--- src/rtl/team_06_vol_pkg.sv ---
// Shared types and constants for the volume controller slice.
package team_06_vol_pkg;

    localparam int unsigned VOL_W   = 4;
    localparam int unsigned VOL_MAX = (1 << VOL_W) - 1;

    typedef enum logic [1:0] {OFF, RAMP, ACTIVE, STOP} vol_state_t;

endpackage

--- src/rtl/team_06_ramp_prescaler.sv ---
// Divides sample_tick by RAMP_DIV; step pulses on the tick that wraps the counter.
module team_06_ramp_prescaler #(
    parameter int unsigned RAMP_DIV = 64
) (
    input  logic clk,
    input  logic rst,
    input  logic clr,
    input  logic tick,
    output logic step
);

    localparam int unsigned CNT_W = (RAMP_DIV > 1) ? $clog2(RAMP_DIV) : 1;
    localparam logic [CNT_W-1:0] LAST = CNT_W'(RAMP_DIV - 1);

    logic [CNT_W-1:0] cnt_q;

    assign step = tick && !clr && (cnt_q == LAST);

    always_ff @(posedge clk or posedge rst) begin
        if (rst) begin
            cnt_q <= '0;
        end else if (clr) begin
            cnt_q <= '0;
        end else if (tick) begin
            cnt_q <= step ? '0 : cnt_q + 1'b1;
        end
    end

endmodule

--- src/rtl/team_06_volume_controller.sv ---
// Volume sequencer for the audio shifter: user level, mute and fade in/out of the applied level.
// Define VOL_SOFT_RAMP_EN for stepped fades; otherwise the applied level follows in one cycle.
module team_06_volume_controller #(
    parameter int unsigned VOL_W       = 4,
    parameter int unsigned DEFAULT_VOL = 8,
    parameter int unsigned RAMP_DIV    = 64
) (
    input  logic             clk,
    input  logic             rst,
    input  logic             vol_up,
    input  logic             vol_down,
    input  logic             mute_toggle,
    input  logic             play_active,
    input  logic             sample_tick,
    output logic [VOL_W-1:0] volume,
    output logic             enable_volume,
    output logic [VOL_W-1:0] target_volume,
    output logic             muted,
    output logic             ramping
);

    import team_06_vol_pkg::*;

    vol_state_t       state_q, state_d;
    logic [VOL_W-1:0] vol_d, target_d, eff_target, vol_toward;
    logic             muted_d;

`ifdef VOL_SOFT_RAMP_EN
    logic step, pre_clr;

    assign pre_clr = (state_q == OFF) || (state_q == ACTIVE);

    team_06_ramp_prescaler #(
        .RAMP_DIV(RAMP_DIV)
    ) u_prescaler (
        .clk  (clk),
        .rst  (rst),
        .clr  (pre_clr),
        .tick (sample_tick),
        .step (step)
    );
`else
    logic unused_tick;
    localparam int unsigned unused_ramp_div = RAMP_DIV;
    assign unused_tick = sample_tick;
`endif

    assign eff_target = muted ? '0 : target_volume;

    always_comb begin
        vol_toward = volume;
        if (volume < eff_target) begin
            vol_toward = volume + 1'b1;
        end else if (volume > eff_target) begin
            vol_toward = volume - 1'b1;
        end
    end

    always_comb begin
        target_d = target_volume;
        if (vol_up && !vol_down && (target_volume != '1)) begin
            target_d = target_volume + 1'b1;
        end else if (vol_down && !vol_up && (target_volume != '0)) begin
            target_d = target_volume - 1'b1;
        end
        muted_d = muted ^ mute_toggle;

        state_d = state_q;
        vol_d   = volume;
        unique case (state_q)
`ifdef VOL_SOFT_RAMP_EN
            OFF: begin
                vol_d = '0;
                if (play_active) state_d = RAMP;
            end
            RAMP: begin
                if (!play_active) begin
                    state_d = STOP;
                end else begin
                    if (step) vol_d = vol_toward;
                    // Arrival is judged on the post-step level so the last step lands in ACTIVE.
                    if (vol_d == eff_target) state_d = ACTIVE;
                end
            end
            ACTIVE: begin
                if (!play_active) begin
                    state_d = STOP;
                end else if (eff_target != volume) begin
                    state_d = RAMP;
                end
            end
            STOP: begin
                if (play_active) begin
                    state_d = RAMP;
                end else begin
                    if (step && (volume != '0)) vol_d = volume - 1'b1;
                    if (vol_d == '0) state_d = OFF;
                end
            end
`else
            OFF: begin
                vol_d = '0;
                if (play_active) begin
                    vol_d   = eff_target;
                    state_d = RAMP;
                end
            end
            RAMP, ACTIVE: begin
                if (!play_active) begin
                    vol_d   = '0;
                    state_d = OFF;
                end else begin
                    vol_d   = eff_target;
                    state_d = ACTIVE;
                end
            end
            STOP: begin
                vol_d   = '0;
                state_d = OFF;
            end
`endif
            default: begin
                vol_d   = '0;
                state_d = OFF;
            end
        endcase
    end

    always_ff @(posedge clk or posedge rst) begin
        if (rst) begin
            state_q       <= OFF;
            volume        <= '0;
            enable_volume <= 1'b0;
            target_volume <= VOL_W'(DEFAULT_VOL);
            muted         <= 1'b0;
            ramping       <= 1'b0;
        end else begin
            state_q       <= state_d;
            volume        <= vol_d;
            enable_volume <= (state_d != OFF);
            target_volume <= target_d;
            muted         <= muted_d;
            ramping       <= (state_d == RAMP) || (state_d == STOP);
        end
    end

endmodule
--- config.mk ---
export PLATFORM = sky130hd
export DESIGN_NAME = team_06_volume_controller
export DESIGN_NICKNAME = d
export VERILOG_FILES = /design/src/rtl/team_06_vol_pkg.sv /design/src/rtl/team_06_ramp_prescaler.sv /design/src/rtl/team_06_volume_controller.sv
export SDC_FILE = /design/constraint.sdc
export NUM_CORES = 1
export LEC_CHECK = 0
export CORE_MARGIN = 2
export CORE_UTILIZATION = 39
export CTS_CLUSTER_DIAMETER = 120
export DETAILED_ROUTE_END_ITERATION = 8
export PLACE_DENSITY_LB_ADDON = 0.25
export SLEW_MARGIN = 20
export SYNTH_ARGS = -nofsm -noshare
export SYNTH_HDL_FRONTEND = slang
export SYNTH_SLANG_ARGS = --single-unit
--- constraint.sdc ---
create_clock -name clk -period 2 [get_ports clk]
set_clock_uncertainty 0.05 [all_clocks]
set_input_delay 0.2 -clock clk [delete_from_list [all_inputs] [get_ports clk]]
set_output_delay 0.2 -clock clk [all_outputs]
set_load 0.1 [all_outputs]
==> results of run 1 <==
-- final cells by class --
| cell class | count | area [sq um] | area share [%] |
|---|---|---|---|
| Multi-Input combinational cell | 30 | 283 | 32.6 |
| Sequential cell | 13 | 337 | 38.8 |
| Clock buffer | 4 | 26.3 | 3.03 |
| Inverter | 3 | 11.3 | 1.30 |
| Timing Repair Buffer | 22 | 190 | 21.9 |
| Tap cell | 16 | 20.0 | 2.31 |
-- layer usage --
metal  vias up  share of wire, %
li1        207                 -
met1       200                41
met2        17                50
met3         2               8.0
met4         0               1.3
met5         -                 0
-- cells by family (layout without fill, tap and decap cells) --
family                   count (synthesis)  after routing  share of synthesized area [%]
multiplexers                             3              3                           5.47
AO/OA/AOI/OAI                            7              7                           8.63
adder cells (fa/ha/maj)                  5              5                           11.8
AND/OR/NAND/NOR                         11             11                           11.4
XOR/XNOR                                 4              4                           5.89
buffers and inverters                    3             29                           1.89
flip-flops                              13             13                           54.9
-- Yosys cell counts, drive strengths merged (2+ instances only) --
| cell | count | share of area (%) |
|---|---|---|
| inv | 3 | 1.9 |
| xor2 | 4 | 5.9 |
| ha | 4 | 8.4 |
| dfrtp | 12 | 51 |
| or2 | 2 | 2.1 |
| and2 | 4 | 4.4 |
| nand2 | 3 | 2.3 |
| o21a | 2 | 2.5 |
| mux2 | 2 | 3.8 |
-- sequential cells by signal, indices dropped and copies added, names as in the netlist --
register	count
muted	1
ramping	1
enable_volume	1
volume	4
state_q	2
target_volume	4
-- final timing paths --
path                                        from                to  slack, ps  depth (start not counted)
worst min register to register             muted             muted        450                          1
min in group clk                           muted             muted        450                          1
worst min-delay path                         rst         volume[1]        180                          2
worst max-delay path            target_volume[3]  target_volume[3]         70                          7
worst max register to register  target_volume[3]  target_volume[3]         70                          7
max in group asynchronous                    rst  target_volume[1]       1370                          2
-- worst max-delay path: stages, from the launching register on --
cell and delay, ps:
dfstp_4 620, a41oi_2 100, nand2_2 120, ha_4 200, a21o_2 190, a21oi_2 160
mux2i_1 260, xor2_1 170
-- repair_timing --
| action | in CTS | in global routing |
|---|---|---|
| setup buffers | 1 | 0 |
| pin swaps | 1 | 5 |
| hold buffers | 0 | 0 |
| setup endpoints to repair | 1 | 1 |
-- through the flow --
| stage | worst slack (ps) | hold WS, ps | util (%) |
|---|---|---|---|
| floorplan | -119 | 26.1 | - |
| detailed placement | -80.3 | 442 | 56.6 |
| finish | 72.4 | 179 | 58.9 |
| global route | 4.82 | 262 | 58.9 |
| global placement | -48.0 | 440 | 56.6 |
| CTS | 11.2 | 202 | 58.9 |
==> flow_metrics.py, run 1 <==
metrics = {
    "logic_synthesis": {
        "synthFlopType": "dfrtp_1",
        "synthCells": 46,
        "synth_edf_count": 0,
        "async_reset_ff_share_pct": 100,
        "synth_nets": 58,
        "ys.warnings.count": 0,
        "postSynthAreaPerCell_sq_um": 12.9,
        "synth-seq-cells": 13,
        "netlist_area_sq_um": 594,
        "ys_types": 22,
        "ys_seq_area_share_pct": 54.9,
    },
    "finish": {
        "stdcell_count": 88,
        "fin_area_sq_um": 867,
        "layout-drive-gt1-share_pct": 44.4,
        "n_fill_cell": 126,
        "final_common_cell": "buf_4",
        "syn_to_final_growth_pct": 45.9,
        "diodes": 0,
        "fin_nets": 85,
        "final_cell_mix": "buf_4 (16), dfrtp_1 (9), clkdlybuf4s50_1 (5), xor2_1 (4)",
    },
    "grt": {
        "grt-busiest-layer": "met2",
        "grt_pass1_vias": 434,
        "grt_overflow": 0,
        "antenna_found_initial": 0,
        "grtUsageMet2_pct": 22.4,
        "grt_util_met1_pct": 15.0,
        "grt_first_pass_wirelength_um": 1830,
        "track_usage_pct": 13.8,
        "grt_max_degree": 14,
        "gr-usage-met3_pct": 5.96,
    },
    "route": {
        "drt_drc_violations_left": 0,
        "drtAntennaViolNets": 0,
        "drt-pass1-iter-count": 2,
        "drtIter0Drc": 2,
        "drt-total-wl_um": 1070,
        "routed_via_density": 4.84,
        "vias": 426,
        "wl_per_cell_um": 12.1,
    },
    "setup_path": {
        "critPathCaptureType": "flop",
        "arrival_ps": 2080,
        "crit_fanout": 3,
        "worstSetupStartpointType": "flop",
        "crit_type": "reg -> reg",
        "worst_ep_required_time_ps": 2160,
    },
    "timing": {
        "max_freq_mhz": 519,
        "slew_headroom_pct": 68.8,
        "finalSetupViolCount": 0,
        "period_minus_slack_ps": 1930,
        "finalHoldViolations": 0,
        "tightest_slew_ps": 467,
        "finalMaxSlewViolations": 0,
        "setup-tns-final_ps": 0,
        "grt_setup_unrepaired": "false",
        "fin_crit_sh_pct": 96.4,
    },
    "die": {
        "die_h_um": 43.0,
        "fp-row-count": 14,
        "io-pin-count": 18,
        "start_util_pct": 40.4,
        "die_x_um": 43.0,
        "core_sq_um": 1470,
        "dieArea_sq_um": 1850,
    },
    "place": {
        "place_hpwl_um": 827,
        "placed_area_sq_um": 833,
        "routabilityCongestion": 0.672,
        "portBuffers": 16,
        "placedCellCount": 83,
    },
    "clock_tree": {
        "clockRootBuffer": "clkbuf_4",
        "h-tree-depth": 1,
        "clkLatencyLatePin_ps": 270,
        "numCtsBuffers": 3,
        "cts.path.max_buffers": 2,
        "path_clk_slew_ps": 80,
        "clock-sinks": 13,
        "cts_tree": "yes",
        "ctsResizeCount": 0,
    },
    "status": {
        "status": "finished clean",
    },
    "job": {
        "cap_violations": 0,
    },
    "min_path": {
        "worstHoldPathType": "in -> async",
    },
}
Power of run 1 is left out: the tool's default activity adds up to more than one toggle a clock period on the data nets, which glitch-free logic cannot reach.
==> inputs of run 2 (changes only) <==
- PLACE_DENSITY: default -> 0.72
- PLACE_DENSITY_LB_ADDON: 0.25 -> default
==> run 2 against run 1 <==
Against the previous run: flip-flop and latch count unchanged; final cell count is the same; non-clock buffer count is the same; core utilization unchanged.
==> flow_metrics.py, run 2 (synthesis gave the netlist of run 1 again) <==
metrics = {
    "clock_tree": {
        "h-tree-depth": 1,
        "hold_buffers": 0,
        "cts_tree": "yes",
        "numCtsBuffers": 3,
        "ctsResizeCount": 0,
        "clockRootBuffer": "clkbuf_4",
        "cts_setup_buffers": 0,
        "clkLatencyLatePin_ps": 270,
        "cts.path.max_buffers": 2,
        "path_clk_slew_ps": 70,
        "clock-sinks": 13,
    },
    "route": {
        "drt-total-wl_um": 988,
        "drtIter0Drc": 3,
        "routed_via_density": 4.65,
        "vias": 409,
        "drt-pass1-iter-count": 2,
        "wl_per_cell_um": 11.2,
        "drtAntennaViolNets": 0,
        "drt_drc_violations_left": 0,
    },
    "setup_path": {
        "r2r-start": "target_volume[3]",
        "r2r_cells": 7,
        "crit_slowest_cell": "dfstp_4",
        "reg2reg_to": "target_volume[3]",
        "crit_chain": "a41oi_2 > nand2_2 > ha_4 > a21o_2 > a21oi_2 > mux2i_1 > xor2_1",
        "cpPeakStageDelay_ps": 620,
        "worstSetupStartpointType": "flop",
        "crit_type": "reg -> reg",
        "worst_ep_required_time_ps": 2150,
        "arrival_ps": 2060,
        "crit_fanout": 3,
        "critPathCaptureType": "flop",
        "reg2reg_slack_ps": 90,
    },
    "timing": {
        "slew_headroom_pct": 68.2,
        "max_freq_mhz": 524,
        "setup-tns-final_ps": 0,
        "grt_setup_unrepaired": "true",
        "finalSetupViolCount": 0,
        "fin_crit_sh_pct": 95.5,
        "period_minus_slack_ps": 1910,
        "finalMaxSlewViolations": 0,
        "tightest_slew_ps": 477,
        "finalHoldViolations": 0,
    },
    "place": {
        "placed_area_sq_um": 833,
        "placedCellCount": 83,
        "routabilityCongestion": 0.702,
        "portBuffers": 16,
    },
    "finish": {
        "final_common_cell": "buf_4",
        "fin_area_sq_um": 867,
        "biggestRegsByFlops": "target_volume (4), volume (4), state_q (2)",
        "n_fill_cell": 126,
        "fin_util_pct": 58.9,
        "fin_nets": 85,
        "diodes": 0,
        "syn_to_final_growth_pct": 45.9,
        "stdcell_count": 88,
        "final_cell_mix": "buf_4 (16), dfrtp_1 (9), clkdlybuf4s50_1 (5), xor2_1 (4)",
        "layout-drive-gt1-share_pct": 44.4,
    },
    "die": {
        "io-pin-count": 18,
        "dieArea_sq_um": 1850,
        "die_x_um": 43.0,
        "die_h_um": 43.0,
        "start_util_pct": 40.4,
        "core_sq_um": 1470,
        "fp-row-count": 14,
    },
    "grt": {
        "antenna_found_initial": 0,
        "grt_first_pass_wirelength_um": 1570,
        "grt_pass1_vias": 397,
        "grt_overflow": 0,
        "grt_max_degree": 14,
        "track_usage_pct": 12.2,
    },
    "min_path": {
        "worstHoldPathType": "in -> async",
    },
    "status": {
        "status": "finished clean",
    },
    "job": {
        "cap_violations": 0,
    },
}
## run 2: cell type report
class | instances | area [sq um] | share of cell area [%]
flip-flops and latches | 13 | 337 | 38.8
multi-input cells | 30 | 283 | 32.6
repair buffers | 22 | 190 | 21.9
clock buffers | 4 | 26.3 | 3.03
well taps | 16 | 20.0 | 2.31
inverters | 3 | 11.3 | 1.30
## run 2: per-layer routing
| layer | global-route usage (%) | part of all wire, % | vias to the layer above |
|---|---|---|---|
| li1 | - | - | 209 |
| met1 | 13.9 | 45 | 190 |
| met2 | 19.1 | 49 | 8 |
| met3 | 3.83 | 3.5 | 2 |
| met4 | 9.09 | 2.2 | 0 |
| met5 | 0 | 0 | - |
## run 2: how the worst max path moves through the flow
stage	end	slack [ps]	cells past startpoint	startpoint
CTS	target_volume[3]	30	7	target_volume[3]
detailed placement	target_volume[3]	-30	8	vol_down
floorplan	target_volume[3]	-120	7	target_volume[3]
global route	target_volume[3]	-20	7	target_volume[3]
finish	target_volume[3]	90	7	target_volume[3]
global placement	target_volume[3]	-40	8	vol_down
## run 2: metrics by stage
step	hold WS (ps)	setup slack, ps
2_1_floorplan	26.1	-119
3_3_place_gp	438	-43.1
3_5_place_dp	447	-34.9
4_1_cts	209	25.3
5_1_grt	239	-15.9
6_report	197	90.4
## run 2: worst max-delay path: cells and delay by family (launching register included)
family	cells	cell delay, ps
flip-flops	1	620
AO/OA/AOI/OAI	3	420
multiplexers	1	240
adder cells (fa/ha/maj)	1	210
XOR/XNOR	1	160
AND/OR/NAND/NOR	1	130
Power of run 2 is left out for the same reason.
==> inputs of run 3 (changes only) <==
- CTS_BUF_LIST: default -> sky130_fd_sc_hd__clkbuf_16
==> run 3 against run 2 <==
Against the previous run: die area unchanged; wire length grew 1.0%; highest routed layer unchanged; global-route usage is 0.27 points lower; worst setup slack gained 8.4 ps; cell area up 7.5%; via count up 1.2%; core utilization up 4.4 points; critical path depth down 1; final cell count is the same; hold slack better by 33 ps; first-iteration DRC count shrank 100%.
==> flow_metrics.py, run 3 (synthesis gave the netlist of run 1 again) <==
metrics = {
    "finish": {
        "final_cell_mix": "buf_4 (16), dfrtp_1 (9), clkdlybuf4s50_1 (5), xor2_1 (4), inv_1 (4)",
        "fin_nets": 85,
        "fin_area_sq_um": 932,
        "biggestRegsByFlops": "target_volume (4), volume (4), state_q (2)",
        "syn_to_final_growth_pct": 56.8,
        "diodes": 0,
        "layout-drive-gt1-share_pct": 45.8,
        "n_fill_cell": 119,
        "stdcell_count": 88,
        "final_common_cell": "buf_4",
    },
    "timing": {
        "worst_slack_ps": 98.8,
        "finalMaxSlewViolations": 0,
        "grt_setup_unrepaired": "true",
        "finalHoldViolations": 0,
        "setup-tns-final_ps": 0,
        "period_minus_slack_ps": 1900,
        "tightest_slew_ps": 471,
        "slew_headroom_pct": 68.5,
        "fin_crit_sh_pct": 95.1,
        "finalSetupViolCount": 0,
        "max_freq_mhz": 526,
    },
    "die": {
        "die_x_um": 43.0,
        "dieArea_sq_um": 1850,
        "io-pin-count": 18,
        "start_util_pct": 40.4,
        "fp-row-count": 14,
        "die_h_um": 43.0,
        "core_sq_um": 1470,
    },
    "clock_tree": {
        "clkLatencyLatePin_ps": 240,
        "path_clk_slew_ps": 40,
        "clock-sinks": 13,
        "numCtsBuffers": 3,
        "clockRootBuffer": "clkbuf_16",
        "cts_tree": "yes",
        "h-tree-depth": 1,
        "cts.path.max_buffers": 2,
    },
    "grt": {
        "track_usage_pct": 12.0,
        "antenna_found_initial": 0,
        "grt_overflow": 0,
        "grt_first_pass_wirelength_um": 1570,
        "grt_max_degree": 14,
        "grt_pass1_vias": 392,
    },
    "route": {
        "wl_per_cell_um": 11.3,
        "drtIter0Drc": 0,
        "routed_via_density": 4.70,
        "drt_drc_violations_left": 0,
        "drtAntennaViolNets": 0,
        "drt-pass1-iter-count": 1,
        "drt-total-wl_um": 998,
        "vias": 414,
    },
    "setup_path": {
        "arrival_ps": 1970,
        "reg2reg_slack_ps": 100,
        "r2r_cells": 6,
        "reg2reg_to": "target_volume[2]",
        "worst_ep_required_time_ps": 2070,
        "crit_fanout": 3,
        "crit_type": "reg -> reg",
        "r2r-start": "target_volume[1]",
        "critPathCaptureType": "flop",
        "worstSetupStartpointType": "flop",
    },
    "place": {
        "placed_area_sq_um": 833,
        "routabilityCongestion": 0.702,
        "placedCellCount": 83,
        "portBuffers": 16,
        "dp_slack_ps": -34.9,
    },
    "min_path": {
        "worstHoldPathType": "in -> async",
    },
    "job": {
        "cap_violations": 0,
    },
    "status": {
        "status": "finished clean",
    },
}
==> run 3: layer usage <==
metal | wire length (um) | vias up | track usage (%)
met3 | 44 | 3 | 3.83
met2 | 500 | 11 | 19.1
met1 | 432 | 195 | 14.7
met4 | 21 | 0 | 5.45
met5 | 0 | - | 0
li1 | - | 205 | -
==> run 3: critical path, stage by stage (launching register included) <==
cell     delay [ps]
dfrtp_4         470
a41oi_2         170
nand2_2         110
buf_4           160
fa_1            370
xor2_1          170
mux2_1          290
==> run 3: worst max path at each step <==
stage	from	end	slack, ps	depth (start not counted)
2_1_floorplan	target_volume[3]	target_volume[3]	-120	7
3_3_place_gp	vol_down	target_volume[3]	-40	8
3_5_place_dp	vol_down	target_volume[3]	-30	8
4_1_cts	target_volume[3]	target_volume[3]	30	7
5_1_grt	target_volume[3]	target_volume[3]	-1	7
6_report	target_volume[1]	target_volume[2]	100	6
==> run 3: layout make-up <==
cell class / count / area [sq um] / share of cell area [%]
sequential: 13 / 337 / 36.1
timing repair buffer: 22 / 190 / 20.4
clock buffer: 3 / 75.1 / 8.05
multi-input combinational: 30 / 295 / 31.7
clock inverter: 1 / 3.75 / 0.403
tap: 16 / 20.0 / 2.15
inverter: 3 / 11.3 / 1.21
==> run 3: repair_timing <==
| action | in CTS | in global routing |
|---|---|---|
| resized for setup | 0 | 1 |
| buffers inserted | 0 | 1 |
| endpoints found under the setup margin | 0 | 1 |
| endpoints found under the hold margin | 0 | 0 |
| hold buffers | 0 | 0 |
==> run 3: per-stage QoR <==
stage / util [%] / hold slack [ps]
after floorplan: - / 26.1
after global placement: 56.6 / 438
after detailed placement: 56.6 / 447
after CTS: 62.0 / 256
after global routing: 63.4 / 295
final: 63.4 / 230
Power of run 3 is left out for the same reason.
